<file path="src/rtl/doa_smoother_if.sv">
// Bundles the weightblock-facing inputs and the readout-facing outputs of doa_smoother.
// The master modport drives the inputs; the slave modport is the smoother itself.
interface doa_smoother_if #(
  parameter int LOG2_DEPTH = 2
);
  logic                done;
  logic [5:0]          bnum;
  logic [7:0]          doa;
  logic                clear;
  logic [7:0]          avg_doa;
  logic [5:0]          last_bnum;
  logic                avg_valid;
  logic                upd;
  logic [LOG2_DEPTH:0] nsamp;
  logic                ovr;
  logic                reject;

  modport master (
    output done, bnum, doa, clear,
    input  avg_doa, last_bnum, avg_valid, upd, nsamp, ovr, reject
  );

  modport slave (
    input  done, bnum, doa, clear,
    output avg_doa, last_bnum, avg_valid, upd, nsamp, ovr, reject
  );
endinterface

</file>
<file path="src/rtl/doa_smoother.sv">
// Rounded moving average over the last 2**LOG2_DEPTH DOA estimates from weightblock.
// Optional outlier substitution is compiled in with `define DOA_OUTLIER_EN.
module doa_smoother #(
  parameter int LOG2_DEPTH     = 2,
  parameter int OUTLIER_THRESH = 30
) (
  input  logic           clk,
  input  logic           reset,
  doa_smoother_if.slave  bus
);
  localparam int DEPTH = 1 << LOG2_DEPTH;
  localparam int SW    = 8 + LOG2_DEPTH + 1;
  localparam int NW    = LOG2_DEPTH + 1;
  localparam logic [NW-1:0] FULL   = NW'(DEPTH);
  localparam logic [7:0]    THRESH = 8'(OUTLIER_THRESH);

  typedef enum logic [1:0] {IDLE, LOAD, UPDATE, OUTPUT} state_t;

  state_t                state_reg;
  logic [7:0]            hist [DEPTH];
  logic [LOG2_DEPTH-1:0] wp_reg;
  logic [SW-1:0]         sum_reg;
  logic [NW-1:0]         nsamp_reg;
  logic [7:0]            d_reg;
  logic [5:0]            b_reg;
  logic [7:0]            old_reg;
  logic [7:0]            avg_reg;
  logic [5:0]            last_bnum_reg;
  logic                  avg_valid_reg;
  logic                  upd_reg;
  logic                  ovr_reg;
  logic                  reject_reg;

  logic [SW-1:0]         rounded;
  logic [NW-1:0]         nsamp_next;

  assign rounded    = sum_reg + SW'(DEPTH / 2);
  assign nsamp_next = (nsamp_reg == FULL) ? FULL : nsamp_reg + NW'(1);

`ifdef DOA_OUTLIER_EN
  logic [7:0] diff;
  assign diff = (d_reg >= avg_reg) ? (d_reg - avg_reg) : (avg_reg - d_reg);
`else
  logic unused_thresh;
  assign unused_thresh = ^THRESH;
`endif

  // History storage carries no reset: nsamp gates whether an entry is ever read.
  always_ff @(posedge clk) begin
    if (state_reg == UPDATE && !bus.clear)
      hist[wp_reg] <= d_reg;
  end

  always_ff @(posedge clk or posedge reset) begin
    if (reset) begin
      state_reg     <= IDLE;
      wp_reg        <= '0;
      sum_reg       <= '0;
      nsamp_reg     <= '0;
      d_reg         <= '0;
      b_reg         <= '0;
      old_reg       <= '0;
      avg_reg       <= '0;
      last_bnum_reg <= '0;
      avg_valid_reg <= 1'b0;
      upd_reg       <= 1'b0;
      ovr_reg       <= 1'b0;
      reject_reg    <= 1'b0;
    end else begin
      upd_reg    <= 1'b0;
      reject_reg <= 1'b0;
      if (bus.clear) begin
        // avg_doa and last_bnum deliberately keep their last values across a flush
        state_reg     <= IDLE;
        sum_reg       <= '0;
        wp_reg        <= '0;
        nsamp_reg     <= '0;
        avg_valid_reg <= 1'b0;
        ovr_reg       <= 1'b0;
      end else begin
        if (bus.done && state_reg != IDLE)
          ovr_reg <= 1'b1;
        case (state_reg)
          IDLE: begin
            if (bus.done) begin
              d_reg     <= bus.doa;
              b_reg     <= bus.bnum;
              state_reg <= LOAD;
            end
          end
          LOAD: begin
            old_reg <= (nsamp_reg == FULL) ? hist[wp_reg] : 8'd0;
`ifdef DOA_OUTLIER_EN
            if (avg_valid_reg && diff > THRESH) begin
              d_reg      <= avg_reg;
              reject_reg <= 1'b1;
            end
`endif
            state_reg <= UPDATE;
          end
          UPDATE: begin
            sum_reg   <= sum_reg + SW'(d_reg) - SW'(old_reg);
            wp_reg    <= wp_reg + LOG2_DEPTH'(1);
            nsamp_reg <= nsamp_next;
            state_reg <= OUTPUT;
          end
          OUTPUT: begin
            if (nsamp_reg == FULL) begin
              avg_reg       <= rounded[LOG2_DEPTH +: 8];
              avg_valid_reg <= 1'b1;
            end
            last_bnum_reg <= b_reg;
            upd_reg       <= 1'b1;
            state_reg     <= IDLE;
          end
          default: state_reg <= IDLE;
        endcase
      end
    end
  end

  assign bus.avg_doa   = avg_reg;
  assign bus.last_bnum = last_bnum_reg;
  assign bus.avg_valid = avg_valid_reg;
  assign bus.upd       = upd_reg;
  assign bus.nsamp     = nsamp_reg;
  assign bus.ovr       = ovr_reg;
  assign bus.reject    = reject_reg;
endmodule

</file>
<file path="src/flat_wrapper.sv">
// flat-port wrapper written by rule: the top's interface ports become plain ports
module doa_smoother_flat 
#(
  parameter int LOG2_DEPTH     = 2,
  parameter int OUTLIER_THRESH = 30
)
  (clk, reset, bus_done, bus_bnum, bus_doa, bus_clear, bus_avg_doa, bus_last_bnum, bus_avg_valid, bus_upd, bus_nsamp, bus_ovr, bus_reject);
  doa_smoother_if #(.LOG2_DEPTH(LOG2_DEPTH)) bus_i ();
  input  logic clk;
  input  logic reset;
  input wire logic [$bits(bus_i.done)-1:0] bus_done;
  input wire logic [$bits(bus_i.bnum)-1:0] bus_bnum;
  input wire logic [$bits(bus_i.doa)-1:0] bus_doa;
  input wire logic [$bits(bus_i.clear)-1:0] bus_clear;
  output wire logic [$bits(bus_i.avg_doa)-1:0] bus_avg_doa;
  output wire logic [$bits(bus_i.last_bnum)-1:0] bus_last_bnum;
  output wire logic [$bits(bus_i.avg_valid)-1:0] bus_avg_valid;
  output wire logic [$bits(bus_i.upd)-1:0] bus_upd;
  output wire logic [$bits(bus_i.nsamp)-1:0] bus_nsamp;
  output wire logic [$bits(bus_i.ovr)-1:0] bus_ovr;
  output wire logic [$bits(bus_i.reject)-1:0] bus_reject;
  assign bus_i.done = bus_done;
  assign bus_i.bnum = bus_bnum;
  assign bus_i.doa = bus_doa;
  assign bus_i.clear = bus_clear;
  assign bus_avg_doa = bus_i.avg_doa;
  assign bus_last_bnum = bus_i.last_bnum;
  assign bus_avg_valid = bus_i.avg_valid;
  assign bus_upd = bus_i.upd;
  assign bus_nsamp = bus_i.nsamp;
  assign bus_ovr = bus_i.ovr;
  assign bus_reject = bus_i.reject;
  doa_smoother #(.LOG2_DEPTH(LOG2_DEPTH), .OUTLIER_THRESH(OUTLIER_THRESH)) u_core (.clk(clk), .reset(reset), .bus(bus_i));
endmodule
</file>
<file path="config.mk">
export PLATFORM = sky130hd
export DESIGN_NAME = doa_smoother_flat
export DESIGN_NICKNAME = d
export VERILOG_FILES = /design/src/rtl/doa_smoother_if.sv /design/src/rtl/doa_smoother.sv /design/src/flat_wrapper.sv
export SDC_FILE = /design/constraint.sdc
export NUM_CORES = 1
export LEC_CHECK = 0
export CAP_MARGIN = 40
export CORE_MARGIN = 2
export CORE_UTILIZATION = 40
export CTS_CLUSTER_SIZE = 10
export DETAILED_ROUTE_END_ITERATION = 12
export GPL_ROUTABILITY_DRIVEN = 0
export PLACE_DENSITY = 0.68
export SLEW_MARGIN = 5
export SYNTH_ARGS = -nofsm -noshare
export SYNTH_HDL_FRONTEND = slang
export SYNTH_SLANG_ARGS = --single-unit
export TNS_END_PERCENT = 20
</file>
<file path="constraint.sdc">
create_clock -name clk -period 5.81 [get_ports clk]
set_input_delay 0.581 -clock clk [delete_from_list [all_inputs] [get_ports clk]]
set_output_delay 0.581 -clock clk [all_outputs]
set_load 0.01 [all_outputs]
</file>
* Word-level counts from Yosys, hierarchy flattened
Memory sizes are Yosys's and may differ from the RTL's.
Cells that the tools add are included.
Widths: inputs -> output; s select.
** Cells by class
- Add/subtract/negate cells :: 5
- Equal/unequal tests :: 5
- Muxes and demuxes :: 20
- Bitwise gates (word level) :: 1
- Reductions and logical operators :: 14
** Operators by type and width (count)
- $mux 11 :: 2
- $add 11x8->11 :: 1
- $sub 11x8->11 :: 1
- $add 10x2->10 const B :: 1
- $reduce_bool 2->1 :: 5
- $mux 1 :: 9
- $mux 3 :: 3
- $mux 2 :: 4
- $mux 8 :: 1
- $pmux 2 s4 :: 1
- $reduce_and 2->1 :: 3
- $reduce_and 3->1 :: 2
- $eq 2x2->1 const B :: 2
- $add 3x1->3 const B :: 1
- $eq 3x3->1 const B :: 1
- $ne 3x3->1 const B :: 1
- $add 2x1->2 const B :: 1
- $eq 2x1->1 const B :: 1
- $logic_and 1x1->1 :: 2
- $logic_not 2->1 :: 1
- $logic_not 1->1 :: 1
- $not 1->1 :: 1
** Word-level totals
- Register bits :: 57
- Memory bits (writable) :: 32
- Input bits :: 18
- Output and inout bits :: 21
- Logic and storage cells :: 58
- Memories kept :: 1
** Memory list
- u_core.hist :: words 4, bits a word 8, rd ports 1, clocked after Yosys merged registers in 0, write ports 1, RTL line doa_smoother.sv:20 : logic [7:0] hist [DEPTH];

* Longest topological paths before layout
Gate-level depths: netlist (run 1).
- Word-level depth :: 4
- Mapped depth :: 10
- Depth with buffers taken out :: 10

* Least setup slack after synthesis (run 1)
Ideal clock, no wire load.
- Path kind :: register to register
- From :: register u_core.d_reg[1]
- To :: register u_core.sum_reg[5]
- Arrival :: 2.198 ns
- Data required time :: 5.674 ns
- Path slack :: 3.476 ns
- Stages on the path, launching flop included :: 10
- Buffers on the path :: 0
- Cell sequence :: dfrtp_1 -> inv_1 -> fa_1 -> inv_1 -> ha_1 -> a211oi_1 -> o21bai_1 -> a211o_2 -> nand3_1 -> a21oi_1
** Between the ends
- Word-level cells in the longest chain between the ends :: 4
** Ends and longest elaborated chain
- start: declaration :: RTL line doa_smoother.sv:24 : logic [7:0] d_reg;
- start signal: assignment :: RTL line doa_smoother.sv:86 : d_reg <= bus.doa;
- $add 11x8->11 :: RTL line doa_smoother.sv:102 : sum_reg <= sum_reg + SW'(d_reg) - SW'(old_reg);
- $sub 11x8->11 :: RTL line doa_smoother.sv:102
- $mux 11 :: RTL line doa_smoother.sv:83 : case (state_reg)
- $mux 11 :: RTL line doa_smoother.sv:72 : if (bus.clear) begin
- end signal: assignment :: RTL line doa_smoother.sv:102
- end: declaration :: RTL line doa_smoother.sv:22 : logic [SW-1:0] sum_reg;
No other way between the ends. The select of a mux whose other input is x is not followed.
A chain may end at the register's enable or synchronous reset.

* Worst setup path in the final report (run 1)
- From :: register u_core.d_reg[1]
- To :: register u_core.sum_reg[9]
Same word-level chain as after synthesis.

==> out/summary.txt, run 1 <==
Outcome = completed
Share of layout cells above drive strength 1 = 12.3%
Area Growth Syn to Fin = 15.7%
Period utilization = 45.5%
# setup viols final = 0
Final HPWL DP = 5.42 mm
R2R setup slack = 3170 ps
Synth warnings = 0
Yosys top cell area share = 32.2%
Pleak = 2.05 nW
Clock slew at reported path FFs = 100 ps
Hold slack = 475 ps
FF-to-FF End = u_core.sum_reg[9]
Num Clock Sinks = 88
Final #Nets = 443
Syn nets = 405
Cell variety after synth = 49
Ys async rst share = 63.6%
Row Count = 38
Max Root-Sink Buffers = 2
DR DRC count = 0
Die H = 108 µm
Vias in the first global route = 2565
# IOs = 39
Antenna cells = 0
Max_slew headroom = 51.0%
Multi-input gate area = 1760 µm²
Peak VDD IR = 204 µV
HP Class = reg2reg
Clk_lat worst skew = 360 ps
Post_cts resized = 0
Net Sw Frac = 38.6%
Worst-Margin Slew = 735 ps
Clk_skew = 16.1 ps
Commonest cells post-synth = dfrtp_1 (56), inv_1 (41), nand2_1 (34)
Top cell type by total area after synthesis = dfrtp_1
Total internal power = 1.47 mW
Via count = 2609
Reg power frac = 38.2%
Wirelength, routed = 7.56 mm
Setup WS pre-CTS = 3230 ps
Synth Instances = 357
Post-synth top flop = dfrtp_1
Clock Tree Root = clkbuf_8
Initial Util = 40.5%
Vias/cell = 4.83
Fillers = 1014
WP data required = 6030 ps
Setup Buffers After CTS = 0
Routed WL per cell = 14.0 µm
Post-route ant nets = 0
CTS tree = yes
Largest net degree at the start of global routing = 57
Sw power = 0.928 mW
CP startpoint = u_core.d_reg[1]
Initial antenna violation count = 0
Period minus WS final = 2640 ps
Count of final hold-check violations = 0
Critical R2R Launch = u_core.d_reg[1]
Global-route wire length before repair = 12.4 mm
Setup tns final = 0 ps
Power per standard cell area = 477 nW/µm²
Grt ovf = 0
Die area = 11700 µm²
Slew Viols, Final = 0
CTS Buf Count = 9
Synthesis-stage register bit count = 88
Tot Pwr = 2.40 mW
Most frequent cell after synthesis = dfrtp_1
Area occupied by registers = 2360 µm²
Critical Path AT = 2870 ps
Core Footprint = 10700 µm²
Max reg flops = 32
WS Path Type = reg2reg
Die Width = 108 µm
Core Util, Final = 46.8%
Worst Reg-to-Reg Cells = 9
Hold-fix buffers, CTS = 0
RSZ-0062 raised after global routing = false
Synthesized area per cell = 12.2 µm²
TritonRoute pass-1 iters = 4
GRT Overall Usage = 13.8%
DR iter-0 viols = 106
Clk pwr share = 16.9%
CP startpoint kind = flip-flop
H-tree levels = 3
CP Capture Type = flip-flop
Post-synth EDFFs = 32
Max cap viols = 0
Port buffer count = 37
Final worst slack = 3170 ps
Gate power share = 44.8%
Critical Path End = u_core.sum_reg[9]
Fmax = 378 MHz
Crit Path Max Fanout = 6
Largest cells by area after synthesis = dfrtp_1 (32%), edfxtp_1 (22%), ha_1 (6.3%)
Sequential area share after synthesis = 54.3%
Netlist area before placement = 4350 µm²
## power by group through the flow
stage | Combinational (mW) | Clock [mW] | Sequential [mW]
finish | 1.08 | 0.407 | 0.918
detailed placement | 1.08 | 0 | 0.935
global placement | 1.06 | 0 | 0.925
CTS | 1.08 | 0.420 | 0.921
floorplan | 0.854 | 0 | 0.896
global route | 1.20 | 0.447 | 0.943
## critical path, stage by stage, from the launching register on
cell,delay [ps]
dfrtp_1,430
inv_1,80
fa_1,500
inv_1,70
ha_1,330
a211oi_1,380
o21ai_2,170
nand3b_1,110
nor4b_1,260
o221ai_1,170
## cell usage in the layout (no fill, tap or decap), types with 2 or more instances in the layout
cell type,instances
a211oi_1,8
a21o_1,2
a21oi_1,9
a22o_1,9
and2_1,5
buf_4,3
clkbuf_8,9
clkdlybuf4s50_1,37
dfrtp_1,56
edfxtp_1,32
fa_1,8
ha_1,22
inv_1,40
inv_6,3
inv_8,2
mux2_2,15
mux2i_1,5
mux4_2,8
nand2_1,34
nand2b_1,6
nand3_1,5
nand3b_1,6
nand4_1,2
nor2_1,20
nor3_1,3
o21a_1,2
o21ai_0,13
or3_1,2
xnor2_1,10
xor2_1,2
## routing by layer
metal / vias up / wire length, µm / track usage, %
li1: 1301 / - / -
met1: 1255 / 3630 / 19.1
met2: 47 / 3540 / 21.4
met3: 6 / 287 / 3.62
met4: 0 / 93 / 4.40
met5: - / 0 / 0
## worst min path at each step
stage / from / endpoint / slack, ps / depth (start not counted)
6_report: u_core.b_reg[5] / u_core.bus.last_bnum[5] / 470 / 2
2_1_floorplan: u_core.b_reg[0] / u_core.bus.last_bnum[0] / 430 / 2
3_3_place_gp: u_core.b_reg[5] / u_core.bus.last_bnum[5] / 450 / 2
5_1_grt: u_core.b_reg[5] / u_core.bus.last_bnum[5] / 490 / 2
4_1_cts: u_core.b_reg[5] / u_core.bus.last_bnum[5] / 480 / 2
3_5_place_dp: u_core.b_reg[5] / u_core.bus.last_bnum[5] / 460 / 2
## layout make-up
cell class	count	area share [%]
multi-input combinational	214	35.0
clock inverter	6	1.09
tap	140	3.48
timing repair buffer	40	7.81
inverter	42	3.16
clock buffer	10	2.54
sequential	88	46.9
## cells by family (layout without fill, tap and decap cells)
| family | after synthesis | count (layout) | share of synthesized area, % |
|---|---|---|---|
| AOI/OAI and AO/OA | 52 | 52 | 8.26 |
| xor gates and xnor gates | 12 | 12 | 2.42 |
| adders and majority gates | 30 | 30 | 10.0 |
| buffers and inverters | 55 | 98 | 5.21 |
| DFF | 88 | 88 | 54.3 |
| muxes | 28 | 28 | 9.18 |
| other | 1 | 1 | 0.0862 |
| and+or+nand+nor | 91 | 91 | 10.5 |
## through the flow
step           instance area (µm²)  instances
4_1_cts                       5030        540
5_1_grt                       5030        540
3_5_place_dp                  4850        524
2_1_floorplan                 4350        357
3_3_place_gp                  4850        524
6_report                      5030        540
Power figures use the tool's default switching activity.
==> inputs of run 2 (changes only) <==
--- a/config.mk
+++ b/config.mk
@@ -11,7 +11,7 @@
 export CTS_CLUSTER_SIZE = 10
 export DETAILED_ROUTE_END_ITERATION = 12
 export GPL_ROUTABILITY_DRIVEN = 0
-export PLACE_DENSITY = 0.68
+export PLACE_DENSITY = 0.7
 export SLEW_MARGIN = 5
 export SYNTH_ARGS = -nofsm -noshare
 export SYNTH_HDL_FRONTEND = slang
==> constraint.sdc (replaced) <==
create_clock -name clk -period 2.2 [get_ports clk]
set_input_delay 0.22 -clock clk [delete_from_list [all_inputs] [get_ports clk]]
set_output_delay 0.22 -clock clk [all_outputs]
set_load 0.01 [all_outputs]
==> run 2 against run 1 <==
Net effect: the flow now finishes with violations (setup timing); clock skew fell by 3.7 ps; combinational power rose to 3.9 times the previous value; via count rose by 7.3%; die area did not move; critical path depth fell by 1; critical endpoint is now u_core.sum_reg[8]; count of clock-buffer cells in the layout rose by 1; sequential share of layout area fell by 4.3 points; register-to-register slack got worse by 3300 ps.
==> out/summary.txt, run 2 (synthesis gave the netlist of run 1 again) <==
Outcome = finished with violations
Failing checks = setup timing
CP Cell Sequence = fa_1 > inv_2 > ha_4 > or3_1 > or2_1 > o22ai_2 > xor2_1 > a211oi_2
Crit Path Max Fanout = 5
Period utilization = 106%
Final worst slack = -141 ps
Port buffer count = 37
Clk pwr share = 16.2%
CTS Buf Count = 9
Max cap viols = 0
Die Width = 108 µm
WP data required = 2440 ps
Fmax = 427 MHz
Clk_lat worst skew = 360 ps
WS Path Type = reg2reg
DR DRC count = 0
Worst path bufs/invs = 1
Worst-Margin Slew = 532 ps
Global-route wire length before repair = 13.9 mm
Max reg flops = 32
Total internal power = 4.96 mW
DR iter-0 viols = 91
CTS tree = yes
TritonRoute pass-1 iters = 4
Reg power frac = 29.7%
Vias/cell = 4.81
Area Growth Syn to Fin = 27.5%
RSZ-0062 raised after global routing = true
Grt ovf = 0
Setup WS pre-CTS = -180 ps
Count of final hold-check violations = 0
CP Capture Type = flip-flop
Clock slew at reported path FFs = 90 ps
Via count = 2800
Slew Viols, Final = 0
Most common cell after layout, fill and taps aside = dfrtp_1
Vias in the first global route = 2935
Area post-placement = 5240 µm²
# IOs = 39
Wirelength, routed = 8.27 mm
CP startpoint kind = flip-flop
Share of layout cells above drive strength 1 = 24.7%
Critical Path Max Stage Delay = 550 ps
Core Footprint = 10700 µm²
Power per standard cell area = 1400 nW/µm²
Sw power = 2.80 mW
GRT Overall Usage = 15.6%
Cell family with most CP delay = adder cells
Pleak = 2.29 nW
Largest net degree at the start of global routing = 36
Clock Tree Root = clkbuf_8
Design area = 5550 µm²
Die area = 11700 µm²
Max_slew headroom = 64.5%
Hold slack = 222 ps
HP Class = in2async
Row Count = 38
Antenna cells = 0
Post-route ant nets = 0
Num Clock Sinks = 88
H-tree levels = 3
Die H = 108 µm
Final #Nets = 485
Routed WL per cell = 14.2 µm
Initial antenna violation count = 0
Most frequent cells in the layout = dfrtp_1 (56), buf_4 (43), clkdlybuf4s50_1 (37)
Critical Path AT = 2580 ps
Max Root-Sink Buffers = 2
Slowest CP cell = fa_1
Clk_skew = 12.5 ps
Initial Util = 40.5%
Period minus WS final = 2340 ps
# setup viols final = 6
Net Sw Frac = 36.0%
Gate power share = 54.1%
Final HPWL DP = 5.96 mm
Peak VDD IR = 547 µV
==> run 2: cell count changes in the layout (fill, tap and decap cells not counted), sizes merged <==
cell / previous run / this run
buf: 3 / 45
clkinv: 1 / 4
clkbuf: 10 / 11
bufinv: 0 / 2
inv: 47 / 41
==> run 2: timing repair <==
item	4_1_cts	5_1_grt
hold buffers	0	0
pin swaps	10	7
setup buffers	2	1
setup endpoints to repair	5	6
gates resized for setup	7	6
gates cloned	0	0
==> run 2: layout make-up <==
type | count | area, µm²
Clock buffer | 11 | 141
Clock inverter | 5 | 81.3
Fill cell | 991 | 5200
Inverter | 42 | 159
Multi-Input combinational cell | 214 | 1890
Sequential cell | 88 | 2360
Tap cell | 140 | 175
Timing Repair Buffer | 82 | 733
==> run 2: worst register-to-register path, delay by kind of cell (launching register included) <==
| family | cells | cell delay (ps) |
|---|---|---|
| AOI/OAI and AO/OA | 2 | 220 |
| xor gates and xnor gates | 1 | 200 |
| adders and majority gates | 2 | 710 |
| buffers and inverters | 1 | 50 |
| DFF | 1 | 410 |
| and+or+nand+nor | 2 | 630 |
==> run 2: worst paths after layout <==
kind / slack, ps / to / startpoint / cells after the start
min in group clk: 470 / u_core.b_reg[1] / bus_bnum[1] / 2
max in group asynchronous: 1420 / u_core.bus.avg_doa[3] / reset / 3
setup reg to reg: -140 / u_core.sum_reg[8] / u_core.old_reg[6] / 8
hold reg to reg: 480 / u_core.bus.last_bnum[4] / u_core.b_reg[4] / 2
setup / recovery: -140 / u_core.sum_reg[8] / u_core.old_reg[6] / 8
hold / removal: 220 / u_core.d_reg[2] / reset / 2
==> run 2: power by group through the flow <==
stage | Combinational [mW] | Clock (mW) | Sequential [mW]
4_1_cts | 4.01 | 1.29 | 2.31
3_3_place_gp | 3.74 | 0 | 2.32
3_5_place_dp | 3.84 | 0 | 2.34
5_1_grt | 4.69 | 1.36 | 2.35
6_report | 4.20 | 1.26 | 2.30
2_1_floorplan | 2.54 | 0 | 2.37
==> run 2: through the flow <==
stage / instances / TNS [ps] / power [mW] / util [%]
6_report: 582 / -391 / 7.76 / 51.6
2_1_floorplan: 357 / -4.07 / 4.91 / -
3_3_place_gp: 563 / -421 / 6.07 / 48.8
4_1_cts: 581 / -321 / 7.61 / 51.3
5_1_grt: 582 / -1070 / 8.39 / 51.6
3_5_place_dp: 563 / -664 / 6.18 / 48.8
==> run 2: per-layer routing <==
| layer | GRT usage [%] | vias up | wire length [µm] |
|---|---|---|---|
| li1 | - | 1388 | - |
| met1 | 20.1 | 1354 | 3840 |
| met2 | 25.4 | 49 | 4020 |
| met3 | 4.28 | 9 | 294 |
| met4 | 5.40 | 0 | 115 |
| met5 | 0 | - | 0 |
==> inputs of run 3 (changes only) <==
--- a/config.mk
+++ b/config.mk
@@ -5,12 +5,13 @@
 export SDC_FILE = /design/constraint.sdc
 export NUM_CORES = 1
 export LEC_CHECK = 0
+export ABC_AREA = 1
+export ABC_CLOCK_PERIOD_IN_PS = 2200
 export CAP_MARGIN = 40
 export CORE_MARGIN = 2
 export CORE_UTILIZATION = 40
 export CTS_CLUSTER_SIZE = 10
 export DETAILED_ROUTE_END_ITERATION = 12
-export GPL_ROUTABILITY_DRIVEN = 0
 export PLACE_DENSITY = 0.7
 export SLEW_MARGIN = 5
 export SYNTH_ARGS = -nofsm -noshare
==> run 3 against run 2 <==
Net effect: the run now ends clean; combinational power shrank 19%; synthesized cell count grew 26%; clock skew increased by 5.8 ps; maximum frequency up 12%; clock power fell by 14%; critical endpoint is now u_core.sum_reg[4]; largest cell class unchanged; largest power group unchanged.
==> out/summary.txt, run 3 <==
Outcome = completed
Crit Path Max Fanout = 4
Commonest cells post-synth = nand2_1 (102), inv_1 (59), dfrtp_1 (56)
Period minus WS final = 2080 ps
Clock slew at reported path FFs = 100 ps
Clock Tree Root = clkbuf_8
Hold-fix buffers, CTS = 0
Port buffer count = 37
Setup WS pre-CTS = -48.5 ps
Simple-Gate Fraction of Synth Area = 16.9%
Synth Area in Compound Gates = 10.8%
Die area = 11700 µm²
Via count = 3256
Clk_skew = 18.2 ps
Slowest CP cell = fa_1
CTS Buf Count = 9
GRT Overall Usage = 17.2%
Pleak = 2.42 nW
Fmax = 480 MHz
Initial Util = 40.5%
Largest net degree at the start of global routing = 57
Worst Reg-to-Reg Cells = 9
CP Capture Type = flip-flop
Design area = 5310 µm²
Core Util, Final = 49.6%
Die Width = 108 µm
Post-synth EDFFs = 32
Syn nets = 498
Top cell type by total area after synthesis = dfrtp_1
Most frequent cells in the layout = nand2_1 (102), inv_1 (57), dfrtp_1 (54)
Critical Path Max Stage Delay = 500 ps
CTS tree = yes
Num Clock Sinks = 88
CP Depth = 9
Critical Path AT = 2330 ps
Largest family of logic cells by synthesized area = simple AND/OR/NAND/NOR gates
Wirelength, routed = 9.21 mm
Max cap viols = 0
Routed WL per cell = 14.0 µm
Initial antenna violation count = 0
CP Cell Sequence = inv_1 > fa_1 > inv_1 > fa_1 > nand2_1 > a21oi_2 > o21ai_0 > a21o_1 > o21ai_1
Global-route wire length before repair = 15.5 mm
Final worst slack = 116 ps
CP startpoint kind = flip-flop
Row Count = 38
Most frequent cell after synthesis = nand2_1
Final HPWL DP = 6.50 mm
Largest cells by area after synthesis = dfrtp_1 (32%), edfxtp_1 (22%), nand2_1 (8.8%)
Max reg flops = 32
Final #Nets = 562
DR iter-0 viols = 109
Cell family with most CP delay = adder cells
Slew Viols, Final = 0
WP data required = 2450 ps
Ys async rst share = 63.6%
Share of layout cells above drive strength 1 = 13.1%
R2R setup slack = 120 ps
Post-Synth XOR/XNOR Area = 0.404%
WS Path Type = reg2reg
Antenna cells = 0
HP Class = in2async
Peak VDD IR = 657 µV
Die H = 108 µm
RePlAce Congestion = 0.964
Netlist area before placement = 4340 µm²
H-tree levels = 3
# IOs = 39
Worst path bufs/invs = 2
Clk_lat worst skew = 370 ps
Grt ovf = 0
Post-route ant nets = 0
Synth Instances = 450
Count of final hold-check violations = 0
Synth warnings = 0
Synthesized area per cell = 9.64 µm²
Area post-placement = 4980 µm²
Yosys top cell area share = 32.3%
# setup viols final = 0
Synthesized-area fraction occupied by adder cells = 10.0%
Post-synth top flop = dfrtp_1
Finished Layout Cells = 659
Period utilization = 94.7%
Area Growth Syn to Fin = 22.4%
Core Footprint = 10700 µm²
DR DRC count = 0
Multiplexer share of the synthesized area = 0.260%
Cell variety after synth = 38
Vias in the first global route = 3264
Power per standard cell area = 1280 nW/µm²
Sequential area share after synthesis = 54.5%
Post-Place Cells = 637
Vias/cell = 4.94
Synthesis-stage register bit count = 88
Most common cell after layout, fill and taps aside = nand2_1
Max Root-Sink Buffers = 2
TritonRoute pass-1 iters = 5
Hold slack = 226 ps
[run 3: changes by cell type in the layout (fill, tap and decap cells not counted), moves of 6 or more]
cell,previous run,this run
a21oi_1,9,34
a22o_1,9,1
buf_4,43,25
inv_1,35,57
mux2_2,15,1
mux4_2,8,0
nand2_1,34,102
nand2b_1,6,0
nand3_1,5,15
nor2_1,19,37
o21ai_0,9,29
o31ai_1,0,8
xnor2_1,10,1
[run 3: kinds of logic (layout without fill, tap and decap cells)]
family	Yosys count	in the layout
mux	1	1
simple gates	168	168
buf+inv	75	144
xor+xnor	2	2
fa+ha+maj	30	30
other cells	1	1
compound gates	85	85
flops	88	88
[run 3: area by class of cell]
cell class / count / area [µm²]
fill: 989 / 5390
sequential: 88 / 2360
multi-input combinational: 287 / 1760
timing repair buffer: 63 / 578
inverter: 65 / 248
tap: 140 / 175
clock buffer: 9 / 124
clock inverter: 7 / 62.6
[run 3: layer usage]
metal | wire, µm | vias to the layer above | GRT usage (%) | share of wire, %
li1 | - | 1588 | - | -
met1 | 3970 | 1579 | 21.6 | 43
met2 | 4620 | 78 | 29.0 | 50
met3 | 472 | 11 | 4.22 | 5.1
met4 | 139 | 0 | 6.04 | 1.5
met5 | 0 | - | 0 | 0
[run 3: timing repair]
| item | 4_1_cts | 5_1_grt |
|---|---|---|
| pin swaps | 0 | 2 |
| setup endpoints to repair | 2 | 6 |
| resized for setup | 3 | 10 |
| buffers inserted | 0 | 6 |
[run 3: path summary, 6_finish.rpt]
check,startpoint,to
max,u_core.d_reg[1],u_core.sum_reg[4]
min,reset,u_core.sum_reg[3]
max reg2reg,u_core.d_reg[1],u_core.sum_reg[4]
min reg2reg,u_core.bus.avg_doa[0],u_core.bus.avg_doa[0]
max in group asynchronous,reset,u_core.d_reg[5]
min in group clk,bus_bnum[4],u_core.b_reg[4]
[run 3: power by group]
group | internal [mW] | switching, mW | leakage (nW)
logic | 1.44 | 1.97 | 1.32
clock network | 0.513 | 0.571 | 0.0917
registers | 2.10 | 0.204 | 1.01
total | 4.05 | 2.74 | 2.42
[run 3: worst min-delay path, cell delays in order]
cell and delay [ps]:
clkdlybuf4s50_1 420, inv_2 80, buf_12 280
[run 3: through the flow]
stage | power [mW] | setup TNS, ps
after floorplan | 4.43 | 0
after global placement | 5.19 | 0
after detailed placement | 5.27 | -72.1
after CTS | 6.46 | 0
after global routing | 7.44 | -18.3
final | 6.79 | 0
